[src/rtl/ctrl_comp_serial_pkg.sv]
// Shared definitions for the serial nibble comparator: FSM state encoding
// and the default operand size in nibbles.
package ctrl_comp_serial_pkg;

    localparam int NIBBLES_DEFAULT = 4;

    typedef enum logic [1:0] {
        IDLE = 2'b00,
        RUN  = 2'b01,
        DONE = 2'b10
    } state_e;

endpackage

[src/rtl/ctrl_comp_serial_comp4bits.sv]
// Combinational 4-bit unsigned magnitude comparator; exactly one output is
// high for any pair of inputs.
module comp4bits (
    input  logic [3:0] X,
    input  logic [3:0] Y,
    output logic       igual,
    output logic       maior,
    output logic       menor
);

    assign igual = (X == Y);
    assign maior = (X > Y);
    assign menor = (X < Y);

endmodule

[src/rtl/ctrl_comp_serial.sv]
// Serial magnitude comparator: walks two NIBBLES-wide operands one nibble per
// clock, MSB first, through a single comp4bits, stopping at the first difference.
module ctrl_comp_serial
    import ctrl_comp_serial_pkg::*;
#(
    parameter int NIBBLES = NIBBLES_DEFAULT
) (
    input  logic                 clk,
    input  logic                 rst,
    input  logic                 start,
    input  logic [4*NIBBLES-1:0] A,
    input  logic [4*NIBBLES-1:0] B,
    output logic                 busy,
    output logic                 done,
    output logic                 igual,
    output logic                 maior,
    output logic                 menor
);

    localparam int W    = 4 * NIBBLES;
    localparam int IDXW = (NIBBLES > 1) ? $clog2(NIBBLES) : 1;
    localparam logic [IDXW-1:0] IDX_LAST = IDXW'(NIBBLES - 1);
    localparam logic [IDXW-1:0] IDX_ONE  = IDXW'(1);

    state_e          state_q, state_d;
    logic [IDXW-1:0] idx_q, idx_d;
    logic [W-1:0]    aReg_q, aReg_d;
    logic [W-1:0]    bReg_q, bReg_d;
    logic            igual_q, igual_d;
    logic            maior_q, maior_d;
    logic            menor_q, menor_d;

    logic [3:0]      nibA, nibB;
    logic            cmpIgual, cmpMaior, cmpMenor;

    // Operands shift left by a nibble per equal step, so the nibble under
    // test is always the top one and no wide mux is needed.
    assign nibA = aReg_q[W-1 -: 4];
    assign nibB = bReg_q[W-1 -: 4];

    comp4bits uComp (
        .X     (nibA),
        .Y     (nibB),
        .igual (cmpIgual),
        .maior (cmpMaior),
        .menor (cmpMenor)
    );

    always_ff @(posedge clk or posedge rst) begin
        if (rst) begin
            state_q <= IDLE;
            idx_q   <= '0;
            aReg_q  <= '0;
            bReg_q  <= '0;
            igual_q <= 1'b0;
            maior_q <= 1'b0;
            menor_q <= 1'b0;
        end else begin
            state_q <= state_d;
            idx_q   <= idx_d;
            aReg_q  <= aReg_d;
            bReg_q  <= bReg_d;
            igual_q <= igual_d;
            maior_q <= maior_d;
            menor_q <= menor_d;
        end
    end

    // A start in DONE is accepted just like in IDLE, giving gapless
    // back-to-back operations; start during RUN is ignored.
    always_comb begin
        state_d = state_q;
        idx_d   = idx_q;
        aReg_d  = aReg_q;
        bReg_d  = bReg_q;
        igual_d = igual_q;
        maior_d = maior_q;
        menor_d = menor_q;

        case (state_q)
            IDLE, DONE: begin
                if (start) begin
                    aReg_d  = A;
                    bReg_d  = B;
                    idx_d   = IDX_LAST;
                    igual_d = 1'b0;
                    maior_d = 1'b0;
                    menor_d = 1'b0;
                    state_d = RUN;
                end else if (state_q == DONE) begin
                    state_d = IDLE;
                end
            end

            RUN: begin
                if (!cmpIgual) begin
                    igual_d = 1'b0;
                    maior_d = cmpMaior;
                    menor_d = cmpMenor;
                    state_d = DONE;
                end else if (idx_q == '0) begin
                    igual_d = 1'b1;
                    maior_d = 1'b0;
                    menor_d = 1'b0;
                    state_d = DONE;
                end else begin
                    idx_d  = idx_q - IDX_ONE;
                    aReg_d = aReg_q << 4;
                    bReg_d = bReg_q << 4;
                end
            end

            default: begin
                state_d = IDLE;
            end
        endcase
    end

    assign busy  = (state_q == RUN);
    assign done  = (state_q == DONE);
    assign igual = igual_q;
    assign maior = maior_q;
    assign menor = menor_q;

endmodule
[config.mk]
export PLATFORM = sky130hd
export DESIGN_NAME = ctrl_comp_serial
export DESIGN_NICKNAME = d
export VERILOG_FILES = /design/src/rtl/ctrl_comp_serial_pkg.sv /design/src/rtl/ctrl_comp_serial_comp4bits.sv /design/src/rtl/ctrl_comp_serial.sv
export SDC_FILE = /design/constraint.sdc
export NUM_CORES = 1
export LEC_CHECK = 0
export CAP_MARGIN = 5
export CORE_UTILIZATION = 45
export CTS_CLUSTER_SIZE = 40
export DETAILED_ROUTE_END_ITERATION = 16
export PLACE_DENSITY = 0.76
export SKIP_LAST_GASP = 1
export SYNTH_ARGS = -nofsm -noshare
export SYNTH_HDL_FRONTEND = slang
export SYNTH_SLANG_ARGS = --single-unit
[constraint.sdc]
create_clock -name clk -period 1.5 [get_ports clk]
set_input_delay 0.3 -clock clk [delete_from_list [all_inputs] [get_ports clk]]
set_output_delay 0.3 -clock clk [all_outputs]
set_load 0.005 [all_outputs]
# After elaboration in Yosys (flattened, before gate mapping)
# Cells that the tools add are included.
[op_classes]
muxes = 26
add_sub_neg = 1
eq_ne = 8
reduce_logical = 7
magnitude_cmp = 2
[op_table]
columns = ["op", "count"]
rows = [
  ["two-way mux 16 bit", 6],
  ["one-hot mux 16 bit (2 select lines)", 2],
  ["two-way mux 2 bit", 7],
  ["one-hot mux 2 bit (2 select lines)", 2],
  ["two-way mux 1 bit", 6],
  ["one-hot mux 1 bit (2 select lines)", 3],
  ["== test 4 bit", 1],
  ["greater-than comparator 4 bit", 1],
  ["logical NOT 2 bit", 2],
  ["less-than comparator 4 bit", 1],
  ["!= test 2 bit, second input constant", 2],
  ["AND reduction 4 bit", 1],
  ["!= test 3 x 2 -> 1 bit, second input constant", 1],
  ["!= test 3 bit, second input constant", 1],
  ["AND reduction 3 bit", 1],
  ["== test 2 x 1 -> 1 bit, second input constant", 1],
  ["== test 2 bit, second input constant", 1],
  ["!= test 2 x 1 -> 1 bit, second input constant", 1],
  ["AND reduction 2 bit", 1],
  ["nonzero test 2 bit", 1],
  ["OR reduction 2 bit", 1],
  ["subtractor 2 x 1 -> 2 bit, second input constant", 1],
]
[totals]
out_inout_bits = 5
regBits = 39
in_bits = 35
wordCells = 51

# Logic depth before layout (Yosys ltp)
# Gate-level depths: netlist of the first run.
[logic_depth]
ltp_word = 4
depth_mapped = 8
depth_no_buf = 7

# By module
# A second synthesis of the first run with hierarchy kept.
[unflattened]
hier_cells = 195
area_unflattened_um2 = 2001.9
[by_module_without_submodules]
columns = ["mod", "seq_area_each_um2", "area_per_inst_um2", "cells_each", "n_inst"]
rows = [
  ["ctrl_comp_serial", 975.9, 1873.0, 179, 1],
  ["comp4bits", 0.0, 128.9, 16, 1],
]

# Worst setup path before layout of the first run
# No wires, ideal clock.
[synth_path]
kind = "register to register"
startpoint = "register aReg_q[15]"
endpoint = "register aReg_q[4]"
t_arrival_ns = 1.485
setup_slack_ns = -0.111
required_ns = 1.374
path_stages_with_launch = 8
cell_sequence = "dfrtp_1 -> ha_1 -> nand4_1 -> o31a_1 -> inv_2 -> buf_6 -> buf_6 -> a31oi_1"
[synth_between]
elab_chain_len = 3
[synth_rtl]
columns = ["item", "line", "text"]
rows = [
  ["start, declared", "ctrl_comp_serial.sv:27", "logic [W-1:0] aReg_q, aReg_d;"],
  ["start signal, assigned", "ctrl_comp_serial.sv:61", "aReg_q <= aReg_d;"],
  ["== test 4 bit", "ctrl_comp_serial_comp4bits.sv:11", "assign igual = (X == Y);"],
  ["!= test 2 x 1 -> 1 bit (no source line)", "n/a", ""],
  ["AND reduction 4 bit (no source line)", "n/a", ""],
]
# Every way passes these cells.
# A chain may end at the register's enable or synchronous reset.

# Final worst setup path of the first run
[layout_path]
startpoint = "register bReg_q[13]"
endpoint = "register aReg_q[1]"
[layout_between]
elab_chain_len = 3
[layout_rtl]
columns = ["item", "line", "text"]
rows = [
  ["start, declared", "ctrl_comp_serial.sv:28", "logic [W-1:0] bReg_q, bReg_d;"],
  ["start signal, assigned", "ctrl_comp_serial.sv:62", "bReg_q <= bReg_d;"],
  ["== test 4 bit", "ctrl_comp_serial_comp4bits.sv:11", ""],
  ["!= test 2 x 1 -> 1 bit (no source line)", "n/a", ""],
  ["AND reduction 4 bit (no source line)", "n/a", ""],
]
# Every way passes these cells.

==> results of run 1 <==
-- registers in the layout (all words and copies together), names as in the netlist --
signal   cells
menor        1
igual        1
bReg_q      16
maior        1
aReg_q      16
state_q      2
idx_q        2
-- layout make-up --
type	instances	area (sq um)	share of cell area (%)
flip-flops and latches	39	975.9	35.26
multi-input cells	148	853.3	30.83
repair buffers	66	735.7	26.58
clock buffers	8	100.1	3.617
well taps	48	60.06	2.170
inverters	10	42.54	1.537
-- repair_timing --
| action | 4_1_cts | 5_1_grt |
|---|---|---|
| gates resized for setup | 9 | 26 |
| pin swaps | 3 | 2 |
| buffers inserted | 5 | 5 |
| cloned | 2 | 2 |
| endpoints found under the setup margin | 36 | 37 |
-- per-layer routing --
metal	vias up	track usage (%)	share of wire, %
met4	0	8.696	0.45
met2	39	32.86	51
met3	2	3.125	3.7
li1	814	-	-
met1	793	28.30	45
met5	-	0	0
-- layout by cell type, fill, tap and decap left out, types with 4 or more instances in the layout --
cell / count
clkdlybuf4s50_1: 37
buf_12: 5
a31oi_4: 4
nor2_2: 10
dfrtp_1: 39
clkbuf_8: 7
a31oi_1: 20
buf_4: 17
nand3_1: 8
nand2_1: 68
inv_1: 6
nor2_1: 15
-- cells in the mapped netlist --
| master | n |
|---|---|
| dfrtp_1 | 39 |
| buf_2 | 4 |
| nand3_1 | 8 |
| clkbuf_1 | 5 |
| o22ai_1 | 1 |
| a22oi_1 | 1 |
| inv_1 | 9 |
| buf_6 | 4 |
| a31oi_1 | 25 |
| nor2b_1 | 1 |
| nand4_1 | 1 |
| ha_1 | 5 |
| buf_4 | 1 |
| o21ai_0 | 1 |
| inv_2 | 1 |
| nor3_1 | 1 |
| and2_1 | 1 |
| nor2_1 | 28 |
| o31a_1 | 1 |
| a21oi_1 | 3 |
| o2bb2ai_1 | 1 |
| nand2_1 | 68 |
| nand2b_1 | 2 |
-- final timing paths --
check	start	end	slack [ps]	cells after the start
setup / recovery	bReg_q[13]	aReg_q[1]	-260	9
hold / removal	rst	bReg_q[1]	380	3
setup reg to reg	bReg_q[13]	aReg_q[1]	-260	9
hold reg to reg	aReg_q[3]	aReg_q[3]	470	2
max in group asynchronous	rst	aReg_q[11]	940	3
min in group clk	aReg_q[3]	aReg_q[3]	470	2
-- logic make-up after synthesis --
kind of cell	share of synthesized area (%)
flops	53.87
simple gates	24.10
compound gates	11.46
buf+inv	7.113
fa+ha+maj	3.453
-- metrics by stage --
stage          util [%]  instances
6_report          73.39        319
5_1_grt           73.39        319
4_1_cts           67.88        312
3_5_place_dp      61.48        297
3_3_place_gp      61.48        297
2_1_floorplan         -        211
-- power breakdown --
group	internal, mW	total [mW]	switching, mW	leakage, nW
Combinational	1.31	2.54	1.22	0.751
Clock	0.420	0.768	0.349	0.0515
Sequential	1.55	1.87	0.321	0.453
-- critical path, stage by stage (launching register included) --
cell	delay [ps]
dfrtp_1	360
inv_1	60
ha_1	290
nand4_1	120
o31a_1	220
clkinv_4	160
buf_12	170
buf_16	150
nand3_1	80
nand2_1	50
==> impl_results.md, run 1 <==
* Status: finished with violations
* Failing checks: setup timing
* Min Tclk post-route at 1761 ps
* Largest net degree at the start of global routing at 40
* Endpoints failing setup at 35
* Worst ir drop on vdd at between 0.9 and 1 mV
* Final setup TNS at -6912 ps
* Synthesis-stage register bit count at 39
* Startpoint Class: flip-flop
* Ant diodes at 0
* Gr ovfl total at 0
* Post-route ant nets at 0
* Cts bufs inserted at 5
* CTS tree: built
* Root buffer cell: clkbuf_8
* Syn nets at approximately 250
* Clock tree buffer depth at 2
* CTS H-tree depth at 2
* Initial Util at about half
* Top cells by area, synth: dfrtp_1 54%, nand2_1 14%, a31oi_1 8.6%, nor2_1 5.8%, ha_1 3.5%
* Share of cells above drive strength 1 at between 20 and 25%
* Num ports at 40
* Worst Path Arrival at 1940 ps
* Core Region at 0.003771 sq mm
* DRC Markers at 0
* Vias in the first global route at roughly 1500
* Post-route cell area at ~0.0028 sq mm
* Initial drt markers at 107
* Fmax achieved at 0.5678 GHz
* Die area at about 0.0043 sq mm
* Fill cells at ~270
* Worst hold slack at approximately 380 ps
* FP Rows at 22
* Synth Area per Inst at around 8.6 sq um
* Die width at between 60 and 70 microns
* Initial antenna violation count at 0
* Relative slew slack at 82.18%
* Hold buffer count at cts at 0
* Max-Cap Viols at 0
* Worst-path fanout max at 10
* GP Congestion at around 0.85
* Fin worst setup slack at -261.1 ps
* CP endpoint kind: flip-flop
* DR WL/cell at between 10 and 15 microns
* DP HPWL at approximately 2.4 mm
* Worst-Margin Slew at about 260 ps
* Dpl ws at -203.6 ps
* Final Max Slew Viols at 0
* Number of nets in the layout at 310
* Layout area overhead at 52.76%
* Sink Count at 39
* Netlist cell types at 23
* Share of the synthesized area in the top cell type at between 50% and 60%
* Most area-hungry cell type in the Yosys netlist: dfrtp_1
* Final hold violation count at 0
* CP Class: flip-flop to flip-flop
* Dpl cell area at about 0.0023 sq mm
* Leakage at about 1.3 nW
* Synth Instances at ~210
* Clk_lat worst skew at 290 ps
* Pwr Density at between 1500 and 2000 mW/mm^2
* Vias per cell at 5.166
* Gr usage total at approximately 21%
* Synth warn at 0
* Buffers on Ports at 39
* Worst endpoint required time at 1680 ps
* Routed WL at between 4 and 5 mm
* Clock skew at about 6.7 ps
* RSZ-0062 raised after global routing: true
* Hold Path Class: primary input to asynchronous set/reset pin
* 1st-pass router iterations at 4
* Fin crit share at 117.4%
* Seq/Total Area, Yosys at a little over half
* Clock-pin slew on the worst setup and hold paths at about 70 ps
* Die height at ~65 microns
* Via Count at between 1500 and 2000
* Tot Pwr at about 5.2 mW
* First-pass GRT wire length at roughly 6.7 mm
* Mapped Area at roughly 0.0018 sq mm
No activity file was read; power rests on OpenSTA's default activity.
==> run 2: changes to the inputs <==
CORE_UTILIZATION = 46   (was 45)
SYNTH_HIERARCHICAL = 1   (was default)
==> run 2 against run 1 <==
Effect of this change: maximum frequency is 0.55% higher; first-iteration DRC count decreased by 0.93%; die area is 7.8% higher; critical path depth is 1 higher; largest power group unchanged; the run still ends with setup timing left; non-clock buffer count increased by 12; final cell count down 0.63%; clock-buffer cell count decreased by 3; global-route usage increased by 0.78 points.
==> impl_results.md, run 2 <==
* Initial Util at 48.99% (was 48.04%)
* Worst ir drop on vdd at 1.221 mV (was 0.9393 mV)
* DP HPWL at 2.973 mm (was 2.432 mm)
* RSZ-0062 raised after global routing: true (unchanged)
* Clock skew at 5.663 ps (was 6.659 ps)
* Endpoints failing setup at 39 (was 35)
* Die height at 67.97 microns (was 65.45 microns)
* FP Rows at 23 (was 22)
* Die width at 67.97 microns (was 65.45 microns)
* R2r setup slk at -250 ps (was -260 ps)
* R2r startpoint: bReg_q[15] (was bReg_q[13])
* Fill cells at 253 (was 268)
* Worst-Margin Slew at 366.1 ps (was 264.5 ps)
* Final Max Slew Viols at 0 (unchanged)
* Min Tclk post-route at 1751 ps (was 1761 ps)
* First-pass GRT wire length at 7.293 mm (was 6.679 mm)
* Seq/Total Area, Yosys at 48.75% (was 53.87%)
* Post-route cell area at 0.003127 sq mm (was 0.002768 sq mm)
* Sequential cell area at 975.9 sq um (unchanged)
* Delay-heaviest family, CP: buffers and inverters (unchanged)
* Worst endpoint required time at 1670 ps (was 1680 ps)
* Clk_lat worst skew at 290 ps (about the same)
* Max-Cap Viols at 0 (unchanged)
* Most area-hungry cell type in the Yosys netlist: dfrtp_1 (unchanged)
* Relative slew slack at 75.41% (was 82.18%)
* Slowest stage cell, crit path: dfrtp_1 (unchanged)
* Gr ovfl total at 0 (unchanged)
* Clock-pin slew on the worst setup and hold paths at 80 ps (was 70 ps)
* EDFF count, synth at 0 (unchanged)
* Final hold violation count at 0 (unchanged)
* Syn nets at 235 (was 251)
* Leakage at 1.286 nW (was 1.256 nW)
* Post-route ant nets at 0 (unchanged)
* Async SR Flop Fraction at 100.0% (unchanged)
* DR WL/cell at 16.39 microns (was 13.30 microns)
* Synth Instances at 195 (was 211)
* Fin crit share at 116.8% (was 117.4%)
* Vias per cell at 5.568 (was 5.166)
* Leading cell types in the layout, fill and taps excluded: 48 x nand2_1, 39 x dfrtp_1, 37 x clkdlybuf4s50_1 (was 68 x nand2_1, 39 x dfrtp_1, 37 x clkdlybuf4s50_1)
* Buffers on Ports at 39 (unchanged)
* Synth warn at 6 (was 0)
* Share of cells above drive strength 1 at 37.45% (was 21.77%)
* Fin worst setup slack at -251.4 ps (was -261.1 ps)
* Core Region at 0.004086 sq mm (was 0.003771 sq mm)
* Multi-input logic area at 0.001179 sq mm (was 853.3 sq um)
* Worst Path Arrival at 1920 ps (was 1940 ps)
* Layout area overhead at 56.19% (was 52.76%)
* CP bufs+invs at 4 (unchanged)
* Initial drt markers at 106 (was 107)
* Slowest stage delay, CP at 370 ps (was 360 ps)
* Gr usage total at 21.53% (was 20.75%)
* Startpoint Class: flip-flop (unchanged)
* Routed WL at 5.195 mm (was 4.244 mm)
* Fmax achieved at 0.5710 GHz (was 0.5678 GHz)
* Root buffer cell: clkbuf_8 (unchanged)
* Status: finished with violations (unchanged)
* Hold Path Class: primary input to asynchronous set/reset pin (unchanged)
* Failing checks: setup timing (unchanged)
* Synth top cells by count: 50 x nand2_1, 39 x dfrtp_1, 25 x nor3_1 (was 68 x nand2_1, 39 x dfrtp_1, 28 x nor2_1)
* Ant diodes at 0 (unchanged)
* Dpl cell area at 0.002605 sq mm (was 0.002318 sq mm)
* Pwr Density at 1908 mW/mm^2 (was 1871 mW/mm^2)
* Mapped Area at 0.002002 sq mm (was 0.001812 sq mm)
* Synth Area per Inst at 10.27 sq um (was 8.586 sq um)
* CTS H-tree depth at 2 (unchanged)
* Synthesis-stage register bit count at 39 (unchanged)
* Num ports at 40 (unchanged)
* Top-count cell post-synth: nand2_1 (unchanged)
* Top cells by area, synth: dfrtp_1 49%, a31oi_2 12%, nand2_1 9.4%, nor3_1 6.3%, a32o_1 4.5% (was dfrtp_1 54%, nand2_1 14%, a31oi_1 8.6%, nor2_1 5.8%, ha_1 3.5%)
* Biggest regs: aReg_q (16), bReg_q (16) (unchanged)
* Share of the synthesized area in the top cell type at 48.75% (was 53.87%)
* DRC Markers at 0 (unchanged)
* Via Count at 1765 (was 1648)
* CP endpoint kind: flip-flop (unchanged)
* Die area at 0.004620 sq mm (was 0.004284 sq mm)
* Cell Chain, Critical Path: inv_2 -> ha_4 -> nand2_4 -> nor2_4 -> and4bb_1 -> buf_6 -> nor2_8 -> inv_8 -> clkbuf_16 -> a31oi_1 (was inv_1 -> ha_1 -> nand4_1 -> o31a_1 -> clkinv_4 -> buf_12 -> buf_16 -> nand3_1 -> nand2_1)
* GP Congestion at 0.7124 (was 0.8518)
* FF-to-FF End: bReg_q[4] (was aReg_q[1])
* Vias in the first global route at 1665 (was 1455)
* Prevailing post-synth register cell: dfrtp_1 (unchanged)
* CP Class: flip-flop to flip-flop (unchanged)
* Netlist cell types at 25 (was 23)
* Largest net degree at the start of global routing at 40 (unchanged)
* Number of nets in the layout at 306 (was 310)
* Worst Setup SP: bReg_q[15] (was bReg_q[13])
* Commonest non-fill, non-tap cell in the layout: nand2_1 (unchanged)
* Clock tree buffer depth at 2 (unchanged)
* Cts bufs inserted at 5 (unchanged)
* CTS tree: built (unchanged)
* Sink Count at 39 (unchanged)
* Initial antenna violation count at 0 (unchanged)
* Dpl ws at -338.5 ps (was -203.6 ps)
* 1st-pass router iterations at 6 (was 4)
* Worst-path fanout max at 6 (was 10)
* Reg2Reg Depth at 10 (was 9)
==> run 2: routing by layer <==
metal | GRT usage [%] | vias to the layer above | wire (microns) | part of all wire [%]
li1 | - | 834 | - | -
met1 | 25.45 | 873 | 2092 | 40
met2 | 38.24 | 47 | 2835 | 55
met3 | 4.667 | 11 | 176 | 3.4
met4 | 7.292 | 0 | 89 | 1.7
met5 | 0 | - | 0 | 0
==> run 2: cells by family (layout without fill, tap and decap cells) <==
kind of cell | count (synthesis) | in the layout | share of synthesized area, %
flip-flops | 39 | 39 | 48.75
AND/OR/NAND/NOR | 86 | 86 | 20.19
buffers and inverters | 24 | 96 | 6.625
adder cells (fa/ha/maj) | 5 | 5 | 3.125
AO/OA/AOI/OAI | 41 | 41 | 21.31
==> run 2: worst min-delay path, stage by stage <==
cell and delay [ps]:
clkdlybuf4s50_1 390, inv_1 90, buf_12 230
==> run 2: through the flow <==
step           hold slack, ps  setup TNS (ps)  util [%]  power, mW  cells
6_report                352.4           -7805     76.52      5.966    317
5_1_grt                 373.6          -10720     76.52      6.348    317
4_1_cts                 361.6           -7299     69.66      5.271    309
3_5_place_dp            479.2           -8893     63.75      4.149    292
3_3_place_gp            472.7           -7570     63.75      4.064    292
2_1_floorplan           444.5           -4666         -      3.461    195
==> run 2: worst max-delay path by stage <==
| stage | endpoint | slack, ps | cells past startpoint |
|---|---|---|---|
| detailed placement | bReg_q[5] | -340 | 9 |
| CTS | aReg_q[8] | -230 | 9 |
| floorplan | aReg_q[10] | -180 | 9 |
| finish | bReg_q[4] | -250 | 10 |
| global route | bReg_q[3] | -320 | 9 |
| global placement | aReg_q[14] | -270 | 9 |
==> run 2: cell type report <==
cell class,count,share of cell area (%)
multi-input combinational,132,37.70
sequential,39,31.21
timing repair buffer,78,24.97
clock buffer,5,2.201
tap,50,2.001
inverter,10,1.441
clock inverter,3,0.4802
==> run 2: report_power, final <==
| part | internal (mW) | leakage [nW] | switching [mW] | total (mW) |
|---|---|---|---|---|
| registers | 1.51 | 0.449 | 0.323 | 1.83 |
| clock network | 0.318 | 0.0477 | 0.367 | 0.685 |
| logic | 1.84 | 0.789 | 1.61 | 3.45 |
==> run 2: what timing repair did <==
action	4_1_cts	5_1_grt
pin swaps	18	6
hold buffers	0	0
gates resized for setup	17	27
setup endpoints to repair	40	40
buffers inserted	9	6
gates cloned	0	2
==> run 3: changes to the inputs <==
CAP_MARGIN = 20   (was 5)
CORE_MARGIN = 2   (was default)
CORE_UTILIZATION = 45   (was 46)
SYNTH_HIERARCHICAL = default   (was 1)
==> run 3 against run 2 <==
Effect of this change: the flow still finishes with violations (setup timing); via count shrank 7.3%; design area shrank 13%; largest cell class is now flip-flops and latches; maximum frequency shrank 3.8%; largest power group unchanged; combinational power shrank 29%; worst hold slack lost 5.3 ps; critical path depth shrank 3; non-clock buffer count shrank 16.
==> impl_results.md, run 3 (same netlist as run 1, synthesis figures left out) <==
* Routed WL at 4.693 mm (was 5.195 mm)
* Pwr Density at 1925 mW/mm^2 (was 1908 mW/mm^2)
* Initial Util at 45.95% (was 48.99%)
* Worst ir drop on vdd at 1.083 mV (was 1.221 mV)
* Num ports at 40 (unchanged)
* Final Non-Filler Cells at 317 (unchanged)
* Fill cells at 284 (was 253)
* Clk_lat worst skew at 300 ps (was 290 ps)
* Status: finished with violations (unchanged)
* CTS H-tree depth at 2 (unchanged)
* Cts bufs inserted at 5 (unchanged)
* Worst Setup SP: aReg_q[13] (was bReg_q[15])
* Final Max Slew Viols at 0 (unchanged)
* Die height at 67.45 microns (was 67.97 microns)
* Min Tclk post-route at 1820 ps (was 1751 ps)
* 1st-pass router iterations at 4 (was 6)
* Clock tree buffer depth at 2 (unchanged)
* Leakage at 1.218 nW (was 1.286 nW)
* Core Region at 0.003943 sq mm (was 0.004086 sq mm)
* CP endpoint kind: flip-flop (unchanged)
* DRC Markers at 0 (unchanged)
* Gr usage total at 21.61% (was 21.53%)
* FP Rows at 23 (unchanged)
* Number of nets in the layout at 306 (unchanged)
* Sink Count at 39 (unchanged)
* Post-route ant nets at 0 (unchanged)
* Vias per cell at 5.164 (was 5.568)
* Root buffer cell: clkbuf_8 (unchanged)
* Max-Cap Viols at 0 (unchanged)
* Die area at 0.004550 sq mm (was 0.004620 sq mm)
* Fin worst setup slack at -320.1 ps (was -251.4 ps)
* RSZ-0062 raised after global routing: true (unchanged)
* Endpoints failing setup at 35 (was 39)
* Fin crit share at 121.3% (was 116.8%)
* Via Count at 1637 (was 1765)
* CTS tree: built (unchanged)
* Final hold violation count at 0 (unchanged)
* Initial antenna violation count at 0 (unchanged)
* Clock skew at 15.04 ps (was 5.663 ps)
* GP Congestion at 0.7549 (was 0.7124)
* Vias in the first global route at 1534 (was 1665)
* Layout area overhead at 50.00% (was 56.19%)
* DR WL/cell at 14.80 microns (was 16.39 microns)
* Fmax achieved at 0.5494 GHz (was 0.5710 GHz)
* Gr ovfl total at 0 (unchanged)
* DP HPWL at 2.579 mm (was 2.973 mm)
* Die width at 67.45 microns (was 67.97 microns)
* Worst endpoint required time at 1700 ps (was 1670 ps)
* Worst-path fanout max at 7 (was 6)
* Share of cells above drive strength 1 at 22.85% (was 37.45%)
* Startpoint Class: flip-flop (unchanged)
* Hold buffer count at cts at 0 (unchanged)
* CP Class: flip-flop to flip-flop (unchanged)
* Failing checks: setup timing (unchanged)
* Hold Path Class: primary input to asynchronous set/reset pin (unchanged)
* First-pass GRT wire length at 7.120 mm (was 7.293 mm)
* Largest net degree at the start of global routing at 40 (unchanged)
* Ant diodes at 0 (unchanged)
* Leading cell types in the layout, fill and taps excluded: 68 x nand2_1, 39 x dfrtp_1, 37 x clkdlybuf4s50_1 (was 48 x nand2_1, 39 x dfrtp_1, 37 x clkdlybuf4s50_1)
* Worst-Margin Slew at 290.8 ps (was 366.1 ps)
* Commonest non-fill, non-tap cell in the layout: nand2_1 (unchanged)
* Worst Path Arrival at 2020 ps (was 1920 ps)
* Clock-pin slew on the worst setup and hold paths at 90 ps (was 80 ps)
* Relative slew slack at 80.61% (was 75.41%)
* Initial drt markers at 143 (was 106)
* R2r startpoint: aReg_q[13] (was bReg_q[15])
* Tot Pwr at 5.231 mW (was 5.966 mW)
* Placed cells at 298 (was 292)
* Biggest regs: aReg_q (16), bReg_q (16) (unchanged)
* Buffers on Ports at 39 (unchanged)
==> run 3: per-layer routing <==
metal	vias to the layer above	track usage [%]	wire length, microns
li1	806	-	-
met1	777	27.28	1931
met2	45	35.64	2435
met3	9	4.667	216
met4	0	9.694	109
met5	-	0	0
==> run 3: what timing repair did <==
action                     4_1_cts  5_1_grt
resized for setup               12       36
buffers inserted                 4        6
setup endpoints to repair       37       37
pin swaps                        0        9
gates cloned                     2        2
==> run 3: area by class of cell <==
cell class | count | area, sq um | share of cell area, %
clock buffer | 5 | 68.82 | 2.532
inverter | 10 | 42.54 | 1.565
clock inverter | 3 | 43.79 | 1.611
timing repair buffer | 62 | 663.1 | 24.40
sequential | 39 | 975.9 | 35.91
multi-input combinational | 148 | 860.8 | 31.68
tap | 50 | 62.56 | 2.302
==> run 3: power by group <==
group          total (mW)  switching [mW]  internal, mW
clock               0.888           0.393         0.495
combinational        2.44            1.23          1.21
sequential           1.90           0.356          1.55
==> run 3: per-stage QoR <==
stage | setup TNS [ps] | util (%) | hold slack, ps | cell area [sq um] | setup slack (ps)
6_report | -7861 | 68.93 | 347.0 | 2718 | -320.1
5_1_grt | -11110 | 68.93 | 381.6 | 2718 | -423.5
4_1_cts | -7434 | 64.90 | 356.5 | 2559 | -268.1
3_5_place_dp | -4788 | 58.36 | 455.4 | 2301 | -198.9
3_3_place_gp | -2517 | 58.36 | 449.1 | 2301 | -98.78
2_1_floorplan | -1648 | - | 432.7 | 1815 | -94.79
==> run 3: path summary, 6_finish.rpt <==
path                            slack [ps]          to  depth (start not counted)
max in group asynchronous              960   aReg_q[3]                          3
min in group clk                       470   aReg_q[2]                          2
worst max register to register        -320  bReg_q[15]                          7
worst min register to register         470   aReg_q[2]                          2
worst max-delay path                  -320  bReg_q[15]                          7
worst min-delay path                   350  aReg_q[10]                          3
==> run 3: worst max-delay path: stages, from the launching register on <==
cell	delay, ps
dfrtp_1	440
ha_4	290
nand4_1	110
o31a_1	340
clkinv_4	140
buf_12	140
nor2_2	50
a31oi_1	200
